<file path="src/rtl/pipe_ctrl_pkg.sv">
// Shared definitions for the pipeline control unit: FSM states, stall masks,
// trap cause codes and default redirect vectors.
package ctrl_defs;

  typedef enum logic [1:0] {
    ST_RUN   = 2'd0,
    ST_FLUSH = 2'd1,
    ST_DRAIN = 2'd2,
    ST_SLEEP = 2'd3
  } state_e;

  // Stall bit order: [0] PC, [1] IF, [2] ID, [3] EX, [4] MEM, [5] WB.
  localparam logic [5:0] STALL_NONE = 6'b000000;
  localparam logic [5:0] STALL_ID   = 6'b000111;
  localparam logic [5:0] STALL_EX   = 6'b001111;
  localparam logic [5:0] STALL_ALL  = 6'b111111;

  localparam logic [1:0] CAUSE_NONE    = 2'd0;
  localparam logic [1:0] CAUSE_ILLEGAL = 2'd1;
  localparam logic [1:0] CAUSE_BAD_PC  = 2'd2;
  localparam logic [1:0] CAUSE_IRQ     = 2'd3;

  localparam logic [31:0] TRAP_VEC_DEF = 32'h0000_0100;
  localparam logic [31:0] IRQ_VEC_DEF  = 32'h0000_0200;

  localparam int unsigned CNT_W = 8;

  // Return address after WFI; wraps modulo 2^32.
  function automatic logic [31:0] next_pc(input logic [31:0] pc);
    return pc + 32'd4;
  endfunction

endpackage

</file>
<file path="src/rtl/pipe_ctrl_cycle_cnt.sv">
// Loadable down-counter with a zero flag, used to time FLUSH and DRAIN.
module ctrl_cycle_cnt
  import ctrl_defs::*;
(
  input  logic             clk,
  input  logic             rst_n,
  input  logic             load_i,
  input  logic [CNT_W-1:0] load_val_i,
  input  logic             dec_i,
  output logic             zero_o
);

  logic [CNT_W-1:0] cnt_q, cnt_d;

  always_comb begin
    cnt_d = cnt_q;
    if (load_i) begin
      cnt_d = load_val_i;
    end else if (dec_i && (cnt_q != '0)) begin
      cnt_d = cnt_q - 1'b1;
    end
  end

  always_ff @(posedge clk or negedge rst_n) begin
    if (!rst_n) begin
      cnt_q <= '0;
    end else begin
      cnt_q <= cnt_d;
    end
  end

  assign zero_o = (cnt_q == '0);

endmodule

</file>
<file path="src/rtl/pipe_ctrl.sv">
// Pipeline control unit: merges stall requests, sequences branch/trap flushes
// and runs the WFI drain/sleep/wake sequence.
module pipe_ctrl
  import ctrl_defs::*;
#(
  parameter logic [31:0] TRAP_VEC     = TRAP_VEC_DEF,
  parameter logic [31:0] IRQ_VEC      = IRQ_VEC_DEF,
  parameter int unsigned FLUSH_CYCLES = 2,
  parameter int unsigned DRAIN_CYCLES = 3
) (
  input  logic        clk,
  input  logic        rst,
  input  logic        stallreq_from_id,
  input  logic        stallreq_from_ex,
  input  logic        branch_flag_i,
  input  logic [31:0] branch_target_i,
  input  logic        inst_invalid_i,
  input  logic        pc_invalid_i,
  input  logic        is_wfi_i,
  input  logic [31:0] id_pc_i,
  input  logic        irq_i,
  output logic [5:0]  stall_o,
  output logic        flush_o,
  output logic        new_pc_valid_o,
  output logic [31:0] new_pc_o,
  output logic [31:0] epc_o,
  output logic [1:0]  cause_o,
  output logic        sleeping_o,
  output logic [1:0]  state_o
);

  // Counter reloads are one less than the cycle count: the zero cycle is the last one.
  localparam logic [CNT_W-1:0] FLUSH_LOAD = CNT_W'(FLUSH_CYCLES - 1);
  localparam logic [CNT_W-1:0] DRAIN_LOAD = CNT_W'(DRAIN_CYCLES - 1);

  state_e      state_q, state_d;
  logic        flush_q, flush_d;
  logic        npv_q, npv_d;
  logic [31:0] new_pc_q, new_pc_d;
  logic [31:0] epc_q, epc_d;
  logic [1:0]  cause_q, cause_d;
  logic        sleep_q, sleep_d;
  logic        pend_q, pend_d;
  logic [5:0]  stall_c;

  logic             cnt_load;
  logic [CNT_W-1:0] cnt_val;
  logic             cnt_dec;
  logic             cnt_zero;

  ctrl_cycle_cnt u_cnt (
    .clk        (clk),
    .rst_n      (rst),
    .load_i     (cnt_load),
    .load_val_i (cnt_val),
    .dec_i      (cnt_dec),
    .zero_o     (cnt_zero)
  );

  always_comb begin
    state_d  = state_q;
    flush_d  = 1'b0;
    npv_d    = 1'b0;
    new_pc_d = new_pc_q;
    epc_d    = epc_q;
    cause_d  = cause_q;
    sleep_d  = 1'b0;
    pend_d   = pend_q;
    stall_c  = STALL_NONE;
    cnt_load = 1'b0;
    cnt_val  = '0;
    cnt_dec  = 1'b0;

    unique case (state_q)
      ST_RUN: begin
        if (inst_invalid_i || pc_invalid_i) begin
          epc_d    = id_pc_i;
          cause_d  = pc_invalid_i ? CAUSE_BAD_PC : CAUSE_ILLEGAL;
          new_pc_d = TRAP_VEC;
          state_d  = ST_FLUSH;
          flush_d  = 1'b1;
          npv_d    = 1'b1;
          cnt_load = 1'b1;
          cnt_val  = FLUSH_LOAD;
        end else if (branch_flag_i) begin
          new_pc_d = branch_target_i;
          state_d  = ST_FLUSH;
          flush_d  = 1'b1;
          npv_d    = 1'b1;
          cnt_load = 1'b1;
          cnt_val  = FLUSH_LOAD;
        end else if (stallreq_from_ex) begin
          stall_c = STALL_EX;
        end else if (stallreq_from_id) begin
          stall_c = STALL_ID;
        end else if (is_wfi_i) begin
          epc_d    = next_pc(id_pc_i);
          state_d  = ST_DRAIN;
          cnt_load = 1'b1;
          cnt_val  = DRAIN_LOAD;
        end
      end

      ST_FLUSH: begin
        if (cnt_zero) begin
          state_d = ST_RUN;
        end else begin
          flush_d = 1'b1;
          cnt_dec = 1'b1;
        end
      end

      ST_DRAIN: begin
        stall_c = STALL_ID;
        if (irq_i) begin
          pend_d = 1'b1;
        end
        if (cnt_zero) begin
          state_d = ST_SLEEP;
          sleep_d = 1'b1;
        end else begin
          cnt_dec = 1'b1;
        end
      end

      ST_SLEEP: begin
        stall_c = STALL_ALL;
        if (irq_i || pend_q) begin
          cause_d  = CAUSE_IRQ;
          new_pc_d = IRQ_VEC;
          pend_d   = 1'b0;
          state_d  = ST_FLUSH;
          flush_d  = 1'b1;
          npv_d    = 1'b1;
          cnt_load = 1'b1;
          cnt_val  = FLUSH_LOAD;
        end else begin
          sleep_d = 1'b1;
        end
      end

      default: begin
        state_d = ST_RUN;
      end
    endcase
  end

  always_ff @(posedge clk or negedge rst) begin
    if (!rst) begin
      state_q  <= ST_RUN;
      flush_q  <= 1'b0;
      npv_q    <= 1'b0;
      new_pc_q <= '0;
      epc_q    <= '0;
      cause_q  <= CAUSE_NONE;
      sleep_q  <= 1'b0;
      pend_q   <= 1'b0;
    end else begin
      state_q  <= state_d;
      flush_q  <= flush_d;
      npv_q    <= npv_d;
      new_pc_q <= new_pc_d;
      epc_q    <= epc_d;
      cause_q  <= cause_d;
      sleep_q  <= sleep_d;
      pend_q   <= pend_d;
    end
  end

  // Stall is combinational, so gate it with reset to keep every output low during reset.
  assign stall_o        = rst ? stall_c : STALL_NONE;
  assign flush_o        = flush_q;
  assign new_pc_valid_o = npv_q;
  assign new_pc_o       = new_pc_q;
  assign epc_o          = epc_q;
  assign cause_o        = cause_q;
  assign sleeping_o     = sleep_q;
  assign state_o        = state_q;

endmodule

</file>
<file path="config.mk">
export PLATFORM = sky130hd
export DESIGN_NAME = pipe_ctrl
export DESIGN_NICKNAME = d
export VERILOG_FILES = /design/src/rtl/pipe_ctrl_pkg.sv /design/src/rtl/pipe_ctrl_cycle_cnt.sv /design/src/rtl/pipe_ctrl.sv
export SDC_FILE = /design/constraint.sdc
export NUM_CORES = 1
export LEC_CHECK = 0
export BUFFER_PORTS_ARGS = -buffer_cell sky130_fd_sc_hd__buf_2
export CAP_MARGIN = 5
export CORE_ASPECT_RATIO = 1.2
export CORE_MARGIN = 2
export CORE_UTILIZATION = 35
export DETAILED_ROUTE_END_ITERATION = 10
export GPL_ROUTABILITY_DRIVEN = 0
export PLACE_DENSITY = 0.63
export SKIP_CTS_REPAIR_TIMING = 1
export SYNTH_ARGS = -nofsm -noshare
export SYNTH_HDL_FRONTEND = slang
export SYNTH_SLANG_ARGS = --single-unit
export TNS_END_PERCENT = 20
</file>
<file path="constraint.sdc">
create_clock -name clk -period 2.7 [get_ports clk]
set_input_delay 0.405 -clock clk [delete_from_list [all_inputs] [get_ports clk]]
set_output_delay 0.405 -clock clk [all_outputs]
set_load 0.02 [all_outputs]
</file>
==> impl_metrics.py, run 1 <==
metrics = {
    "setup_path": {
        "cp-end-kind": "output pin",
        "path_class": "reg -> out",
        "cp_max_fo": 6,
        "critPathLaunchType": "flip-flop",
        "arrival_ps": 2070,
        "critPathRequiredTime_ps": 2300,
    },
    "finish": {
        "antenna_cells": 0,
        "syn2layout_area_growth_pct": 31.7,
        "final_common_cell": "buf_2",
        "final_cell_mix": "buf_2 (148), dfrtp_1 (80), nand2_1 (77), nor2_1 (45), o21ai_0 (44)",
        "drive_gt1_share_pct": 31.3,
        "fin_nets": 677,
    },
    "synth": {
        "synth_compound_area_share_pct": 16.1,
        "synth_edf_count": 0,
        "synth_largest_area_cell": "dfrtp_1",
        "synth_mux_area_share_pct": 1.85,
        "yosysTopAreaCellShare_pct": 49.4,
        "synth_area_um2": 4050,
        "synth_top_family_by_area": "simple AND/OR/NAND/NOR gates",
        "yosysWarnings": 0,
        "synthAdderAreaFrac_pct": 2.16,
        "async_reset_ff_share_pct": 100,
        "synth_xor_area_share_pct": 3.03,
        "synth-simple-area-share_pct": 22.9,
        "synth_flop_cell": "dfrtp_1",
        "syn_area_per_cell_um2": 8.94,
        "synth_area_leaders": "dfrtp_1 (49%), nand2_1 (7.1%), o21ai_0 (5.4%), nor2_1 (4.2%), or4_1 (3.5%)",
        "syn_nets": 533,
        "ys_ff_latch": 80,
        "yosysUniqueCellTypes": 43,
        "synth_seq_area_share_pct": 49.4,
        "netlist_instances": 453,
    },
    "global_routing": {
        "grt_max_degree": 55,
        "overflow": 0,
        "grtUsageMet2_pct": 30.2,
        "grt_pass1_vias": 3697,
        "use_met1_pct": 20.5,
        "grtUsageMet3_pct": 4.25,
        "top_usage_layer": "met2",
        "antenna_found_initial": 1,
        "grtUsageTotal_pct": 17.4,
        "grt_pass1_wl_mm": 17.1,
    },
    "sta": {
        "setup_ws_ps": 221,
        "fin_crit_sh_pct": 91.8,
        "setup_tns_ps": 0,
        "max_freq_ghz": 0.403,
        "skew_ps": 5.04,
        "hold_viol_final": 0,
        "finalSetupViolCount": 0,
        "rsz0062_at_grt": "no",
        "slew_headroom_pct": 61.4,
        "period_needed_ps": 2480,
        "worstMarginPinSlew_ps": 579,
        "final-max-slew-violation-count": 0,
        "whs_ps": 304,
    },
    "power": {
        "p_per_area_nw_per_um2": 504,
        "p_leak_nw": 2.57,
        "ir_drop_mv": 0.254,
    },
    "routing": {
        "vias_per_cell": 5.03,
        "routed_wirelength_mm": 10.3,
        "drcViolationCount": 0,
        "first_iter_violations": 134,
        "num_vias": 3813,
        "dr.pass1.iters": 4,
        "ant_nets": 0,
        "wire_per_inst_um": 13.6,
    },
    "run": {
        "drv_cap": 0,
    },
    "cts": {
        "cts_tree": "done",
        "cts_max_level": 3,
        "clkLatencyLatePin_ps": 330,
        "clock_path_buffers": 2,
        "cts-root-buf": "clkbuf_16",
        "cts_buffers": 9,
        "clk_pin_slew_ps": 60,
        "cts_sinks": 80,
    },
    "floorplan": {
        "die_w_um": 102,
        "fp.dieArea_um2": 12500,
        "die_y_um": 122,
        "core_um2": 11400,
        "ios": 150,
        "start_util_pct": 35.5,
        "std_cell_rows": 43,
    },
    "status": {
        "outcome": "complete, no violations",
    },
    "place": {
        "place_ws_ps": 179,
        "hpwl_mm": 7.86,
        "place.port_buffers": 149,
    },
    "worst_hold_path": {
        "worstHoldPathType": "in -> reg",
    },
}
==> registers in the layout, indices dropped and copies added (netlist names) <==
signal,flops
sleeping_o,1
flush_o,1
u_cnt.cnt_q,8
pend_q,1
cause_o,2
state_o,2
new_pc_o,32
epc_o,32
new_pc_valid_o,1
==> synth_stat cells (8+ instances only) <==
master and n:
dfrtp_1 80, a21oi_1 21, nand3_1 8, or4_1 19, o31ai_1 17, a31oi_1 20, or3_1 9, nand2_1 77
inv_1 12, o21ai_0 44, clkbuf_1 23, xnor2_1 8, nor2_1 45
==> worst paths after layout <==
check,start,end,slack [ps],cells past startpoint
setup / recovery,state_o[0],stall_o[0],220,7
min in group asynchronous,rst,epc_o[5],480,2
setup reg to reg,u_cnt.cnt_q[4],state_o[1],360,4
max in group asynchronous,rst,new_pc_o[3],1380,3
hold / removal,id_pc_i[0],epc_o[0],300,2
hold reg to reg,new_pc_o[25],new_pc_o[25],470,2
==> per-stage QoR <==
| step | power (W) | cell area (um2) | cells | util [%] |
|---|---|---|---|---|
| 3_5_place_dp | 0.00139 | 5010 | 742 | 43.9 |
| 6_report | 0.00269 | 5340 | 758 | 46.8 |
| 3_3_place_gp | 0.00139 | 5010 | 742 | 43.9 |
| 5_1_grt | 0.00280 | 5340 | 758 | 46.8 |
| 2_1_floorplan | 0.00128 | 4050 | 453 | - |
| 4_1_cts | 0.00273 | 5330 | 757 | 46.7 |
==> cell type report <==
type	count	area, um2
inverters	12	45.0
clock inverters	3	65.1
well taps	157	196
clock buffers	12	256
multi-input cells	331	1890
flip-flops and latches	80	2000
fillers	1173	6070
repair buffers	163	881
==> critical path, stage by stage, from the launching register on <==
cell     delay (ps)
dfrtp_1         440
inv_1           140
ha_1            240
nor4b_1         270
buf_4           180
o21ai_0          70
a21oi_1         200
buf_2           200
==> per-layer routing <==
| metal | routed length (um) | part of all wire [%] |
|---|---|---|
| met2 | 5100 | 49 |
| met5 | 13 | 0.13 |
| met1 | 4320 | 42 |
| met3 | 742 | 7.2 |
| met4 | 149 | 1.4 |
==> power breakdown <==
group / total (W) / switching, W / internal (W) / leakage, nW
Combinational: 0.000170 / 0.000102 / 0.0000678 / 1.33
Clock: 0.00132 / 0.000468 / 0.000854 / 0.159
Sequential: 0.00120 / 0.000000354 / 0.00120 / 1.08
Total: 0.00269 / 0.000570 / 0.00212 / 2.57
==> cells by family after synthesis <==
group | count (synthesis)
AO/OA/AOI/OAI | 112
XOR/XNOR | 14
adder cells (fa/ha/maj) | 7
buffers and inverters | 42
flip-flops | 80
multiplexers | 7
AND/OR/NAND/NOR | 191
Note: power is estimated with default switching activity, not from simulation.
==> run 2: changes to the inputs <==
- SYNTH_HIERARCHICAL: default -> 1
==> impl_metrics.py, run 2 <==
metrics = {
    "status": {
        "outcome": "finished, violations left",
        "violations": "negative hold slack",
    },
    "setup_path": {
        "regToRegSetupSlack_ps": 200,
        "arrival_ps": 2720,
        "path_class": "reg -> reg",
        "critPathRequiredTime_ps": 2920,
        "critPathLaunchType": "flip-flop",
        "cp-end-kind": "flip-flop",
        "rr_endpoint": "u_cnt/cnt_q[7]",
        "r2r_start": "u_cnt/cnt_q[0]",
        "cp_max_fo": 6,
        "reg2reg_depth": 8,
    },
    "global_routing": {
        "antenna_found_initial": 0,
        "overflow": 0,
        "grt_max_degree": 65,
        "grtUsageTotal_pct": 17.2,
        "grt_pass1_vias": 3614,
        "grt_pass1_wl_mm": 17.8,
    },
    "finish": {
        "final_cell_mix": "buf_2 (148), nand2_1 (114), dfrtp_1 (80), o21ai_1 (59), xnor2_1 (20)",
        "drive_gt1_share_pct": 31.8,
        "n_fill_cell": 1121,
        "fin_nets": 690,
        "final_cells": 770,
        "fin_area_um2": 5440,
        "antenna_cells": 0,
        "syn2layout_area_growth_pct": 29.5,
        "final_common_cell": "buf_2",
    },
    "place": {
        "placed_area_um2": 5150,
        "place.port_buffers": 149,
        "hpwl_mm": 8.12,
        "dp_cells": 754,
    },
    "routing": {
        "num_vias": 3769,
        "vias_per_cell": 4.89,
        "first_iter_violations": 165,
        "ant_nets": 0,
        "routed_wirelength_mm": 10.7,
        "dr.pass1.iters": 5,
        "wire_per_inst_um": 13.9,
        "drcViolationCount": 0,
    },
    "synth": {
        "ys_ff_latch": 80,
        "yosysWarnings": 6,
        "synth_flop_cell": "dfrtp_1",
        "syn_area_per_cell_um2": 9.14,
        "synth_area_leaders": "dfrtp_1 (48%), nand2_1 (10%), o21ai_1 (7.0%), xnor2_1 (4.2%), ha_1 (2.7%)",
        "synth_largest_area_cell": "dfrtp_1",
        "yosysTopAreaCellShare_pct": 47.6,
        "ys_top_cells_by_count": "nand2_1 (114), dfrtp_1 (80), o21ai_1 (59), xnor2_1 (20), nor2_1 (16)",
        "synth_edf_count": 0,
        "yosysUniqueCellTypes": 55,
        "netlist_instances": 460,
        "synth_seq_area_share_pct": 47.6,
        "synth_most_common_cell": "nand2_1",
        "synth_area_um2": 4200,
        "async_reset_ff_share_pct": 100,
    },
    "sta": {
        "fin_crit_sh_pct": 92.5,
        "rsz0062_at_grt": "no",
        "setup_tns_ps": 0,
        "final-max-slew-violation-count": 0,
        "finalSetupViolCount": 0,
        "slew_headroom_pct": 30.5,
        "max_freq_ghz": 0.401,
        "skew_ps": 6.80,
        "worstMarginPinSlew_ps": 1040,
        "hold_viol_final": 22,
        "whs_ps": -8.61,
        "period_needed_ps": 2500,
    },
    "cts": {
        "cts_buffers": 9,
        "cts_tree": "done",
        "clkLatencyLatePin_ps": 330,
        "clock_path_buffers": 2,
        "cts-root-buf": "clkbuf_16",
        "cts_max_level": 3,
        "cts_sinks": 80,
        "clk_pin_slew_ps": 60,
    },
    "floorplan": {
        "start_util_pct": 36.2,
        "fp.dieArea_um2": 12900,
        "core_um2": 11600,
        "std_cell_rows": 43,
        "die_y_um": 124,
        "ios": 150,
        "die_w_um": 104,
    },
    "worst_hold_path": {
        "worstHoldPathType": "in -> async",
    },
    "power": {
        "ir_drop_mv": 0.499,
        "p_leak_nw": 2.50,
        "p_per_area_nw_per_um2": 1140,
    },
    "run": {
        "drv_cap": 0,
    },
}
==> run 2: cell types whose count changed after synthesis, sizes merged, moves of 8 or more <==
cell and delta:
nand2 +38, nor2 -28, o21ai +22, a31oi -18, or4 -17, a21oi -13, o31ai -13, xnor2 +12
clkbuf -11, nor3 +9, nor4 +8, or3 -8
==> run 2: cells by family after synthesis <==
group / count (synthesis) / share of synthesized area [%]
AOI/OAI and AO/OA: 97 / 13.8
adders and majority gates: 9 / 2.68
and+or+nand+nor: 204 / 24.8
muxes: 5 / 1.25
xor gates and xnor gates: 29 / 6.04
DFF: 80 / 47.6
buffers and inverters: 35 / 3.78
other: 1 / 0.0892
==> run 2: worst max-delay path: stages (launching register included) <==
cell and delay, ps:
dfrtp_1 380, inv_1 90, ha_1 230, or3b_2 220, nor2_1 90, nor2b_1 320, or3b_1 480, o311a_1 310
a221o_1 250
==> run 2: worst max-delay path by stage <==
stage | start | to | slack [ps] | depth (start not counted)
floorplan | state_o[0] | u_cnt/cnt_q[7] | 260 | 8
global placement | u_cnt/cnt_q[0] | u_cnt/cnt_q[7] | 310 | 8
detailed placement | u_cnt/cnt_q[0] | u_cnt/cnt_q[7] | 220 | 8
CTS | state_o[0] | stall_o[2] | 170 | 8
global route | state_o[1] | stall_o[0] | 30 | 8
finish | u_cnt/cnt_q[0] | u_cnt/cnt_q[7] | 200 | 8
==> run 2: routing by layer <==
metal,up-vias,track usage [%],wire (um)
met4,0,8.45,201
met2,115,29.2,5320
met3,15,2.88,533
met5,-,0,0
met1,1758,21.5,4670
li1,1881,-,-
==> run 2: layout make-up <==
cell class / instances / area, um2 / area share, %
Timing Repair Buffer: 158 / 828 / 15.2
Tap cell: 157 / 196 / 3.61
Clock inverter: 5 / 40.0 / 0.736
Multi-Input combinational cell: 350 / 2090 / 38.4
Clock buffer: 11 / 253 / 4.64
Inverter: 9 / 33.8 / 0.621
Sequential cell: 80 / 2000 / 36.8
==> run 2: metrics by stage <==
stage | worst slack [ps] | total power (W) | utilization [%]
floorplan | 260 | 0.00407 | -
global placement | 314 | 0.00501 | 44.3
detailed placement | 219 | 0.00510 | 44.3
CTS | 166 | 0.00630 | 46.8
global route | 33.7 | 0.00673 | 46.8
finish | 203 | 0.00622 | 46.8
==> run 2: where the power goes <==
part	total, W	internal [W]	switching [W]
registers	0.00206	0.00173	0.000324
logic	0.00299	0.00105	0.00194
clock network	0.00118	0.000678	0.000499
==> run 3: changes to the inputs <==
- CORE_MARGIN: 2 -> 10
==> impl_metrics.py, run 3 (synthesized netlist as in run 2, its figures left out) <==
metrics = {
    "status": {
        "outcome": "complete, no violations",
    },
    "routing": {
        "vias_per_cell": 4.96,
        "ant_nets": 0,
        "num_vias": 3826,
        "dr.pass1.iters": 4,
        "drcViolationCount": 0,
        "routed_wirelength_mm": 12.1,
        "first_iter_violations": 231,
        "wire_per_inst_um": 15.7,
    },
    "global_routing": {
        "antenna_found_initial": 0,
        "grt_pass1_vias": 3866,
        "grt_max_degree": 65,
        "overflow": 0,
        "grtUsageTotal_pct": 14.3,
        "grt_pass1_wl_mm": 19.8,
    },
    "cts": {
        "clkLatencyLatePin_ps": 340,
        "clk_pin_slew_ps": 60,
        "clock_path_buffers": 2,
        "cts_sinks": 80,
        "cts-root-buf": "clkbuf_16",
        "cts_max_level": 3,
        "cts_buffers": 9,
        "cts_tree": "done",
    },
    "sta": {
        "skew_ps": 7.81,
        "hold_viol_final": 0,
        "setup_ws_ps": 268,
        "setup_tns_ps": 0,
        "slew_headroom_pct": 26.1,
        "worstMarginPinSlew_ps": 1110,
        "finalSetupViolCount": 0,
        "final-max-slew-violation-count": 0,
        "period_needed_ps": 2430,
        "fin_crit_sh_pct": 90.1,
        "rsz0062_at_grt": "no",
        "max_freq_ghz": 0.411,
    },
    "place": {
        "place_ws_ps": 226,
        "hpwl_mm": 9.37,
        "place.port_buffers": 149,
    },
    "finish": {
        "antenna_cells": 0,
        "final_common_cell": "buf_2",
        "syn2layout_area_growth_pct": 30.1,
        "fin_nets": 691,
        "drive_gt1_share_pct": 31.9,
        "final_cell_mix": "buf_2 (148), nand2_1 (114), dfrtp_1 (80), o21ai_1 (59), xnor2_1 (20)",
    },
    "floorplan": {
        "ios": 150,
        "std_cell_rows": 43,
        "fp.dieArea_um2": 16800,
        "die_y_um": 140,
        "die_w_um": 120,
        "start_util_pct": 36.0,
        "core_um2": 11700,
    },
    "setup_path": {
        "critPathRequiredTime_ps": 2940,
        "arrival_ps": 2680,
        "path_class": "reg -> reg",
        "cp-end-kind": "flip-flop",
        "critPathLaunchType": "flip-flop",
        "cp_max_fo": 6,
    },
    "power": {
        "p_leak_nw": 2.52,
        "p_per_area_nw_per_um2": 1160,
        "ir_drop_mv": 0.464,
        "power_w": 0.00634,
    },
    "worst_hold_path": {
        "worstHoldPathType": "in -> reg",
    },
    "run": {
        "drv_cap": 0,
    },
}
run 3: cell types whose count changed in the layout (fill, tap and decap cells not counted):
| cell | before | now |
|---|---|---|
| buf_12 | 1 | 0 |
| buf_4 | 9 | 10 |
| bufinv_16 | 0 | 1 |
| clkbuf_8 | 2 | 3 |
| clkinv_2 | 0 | 1 |
| clkinvlp_4 | 3 | 1 |
| dlygate4sd3_1 | 0 | 1 |
| inv_6 | 1 | 0 |
| nor2b_1 | 4 | 3 |
| nor2b_2 | 0 | 1 |
run 3: final timing paths:
| path | cells past startpoint | slack (ps) | end | startpoint |
|---|---|---|---|---|
| max reg2reg | 8 | 270 | u_cnt/cnt_q[3] | u_cnt/cnt_q[0] |
| min reg2reg | 2 | 480 | epc_o[31] | epc_o[31] |
| min | 2 | 280 | epc_o[0] | id_pc_i[0] |
| min in group asynchronous | 2 | 520 | u_cnt/cnt_q[1] | rst |
| max in group asynchronous | 3 | 1110 | epc_o[2] | rst |
| max | 8 | 270 | u_cnt/cnt_q[3] | u_cnt/cnt_q[0] |
run 3: where the power goes:
group / switching (W) / leakage [nW] / internal (W)
combinational: 0.00199 / 1.35 / 0.00102
sequential: 0.000323 / 1.01 / 0.00173
clock: 0.000477 / 0.155 / 0.000792
run 3: worst max-delay path, cell delays in order, from the launching register on:
cell      delay [ps]
dfrtp_1          380
inv_1            100
ha_1             230
or3b_2           230
nor2_1           100
nor2b_2          230
or3b_1           470
or4_1            430
o221ai_1         180
run 3: cell type report:
class	instances	area, um2
Multi-Input combinational cell	350	2090
Tap cell	157	196
Fill cell	1136	6210
Sequential cell	80	2000
Clock buffer	12	267
Clock inverter	4	51.3
Timing Repair Buffer	159	826
Inverter	9	33.8
run 3: layer usage:
layer	routed length, um	track usage (%)	part of all wire (%)	vias to the layer above
li1	-	-	-	1880
met1	4910	16.0	41	1817
met2	6140	25.0	51	121
met3	937	4.87	7.7	8
met4	111	3.88	0.92	0
met5	0	0	0	-
run 3: metrics by stage:
stage / area (um2) / cells / util (%) / hold WS, ps
finish: 5470 / 771 / 46.8 / 285
global route: 5470 / 771 / 46.8 / 279
CTS: 5450 / 770 / 46.7 / -24.6
detailed placement: 5140 / 754 / 44.0 / 335
global placement: 5140 / 754 / 44.0 / 330
floorplan: 4230 / 465 / - / 109
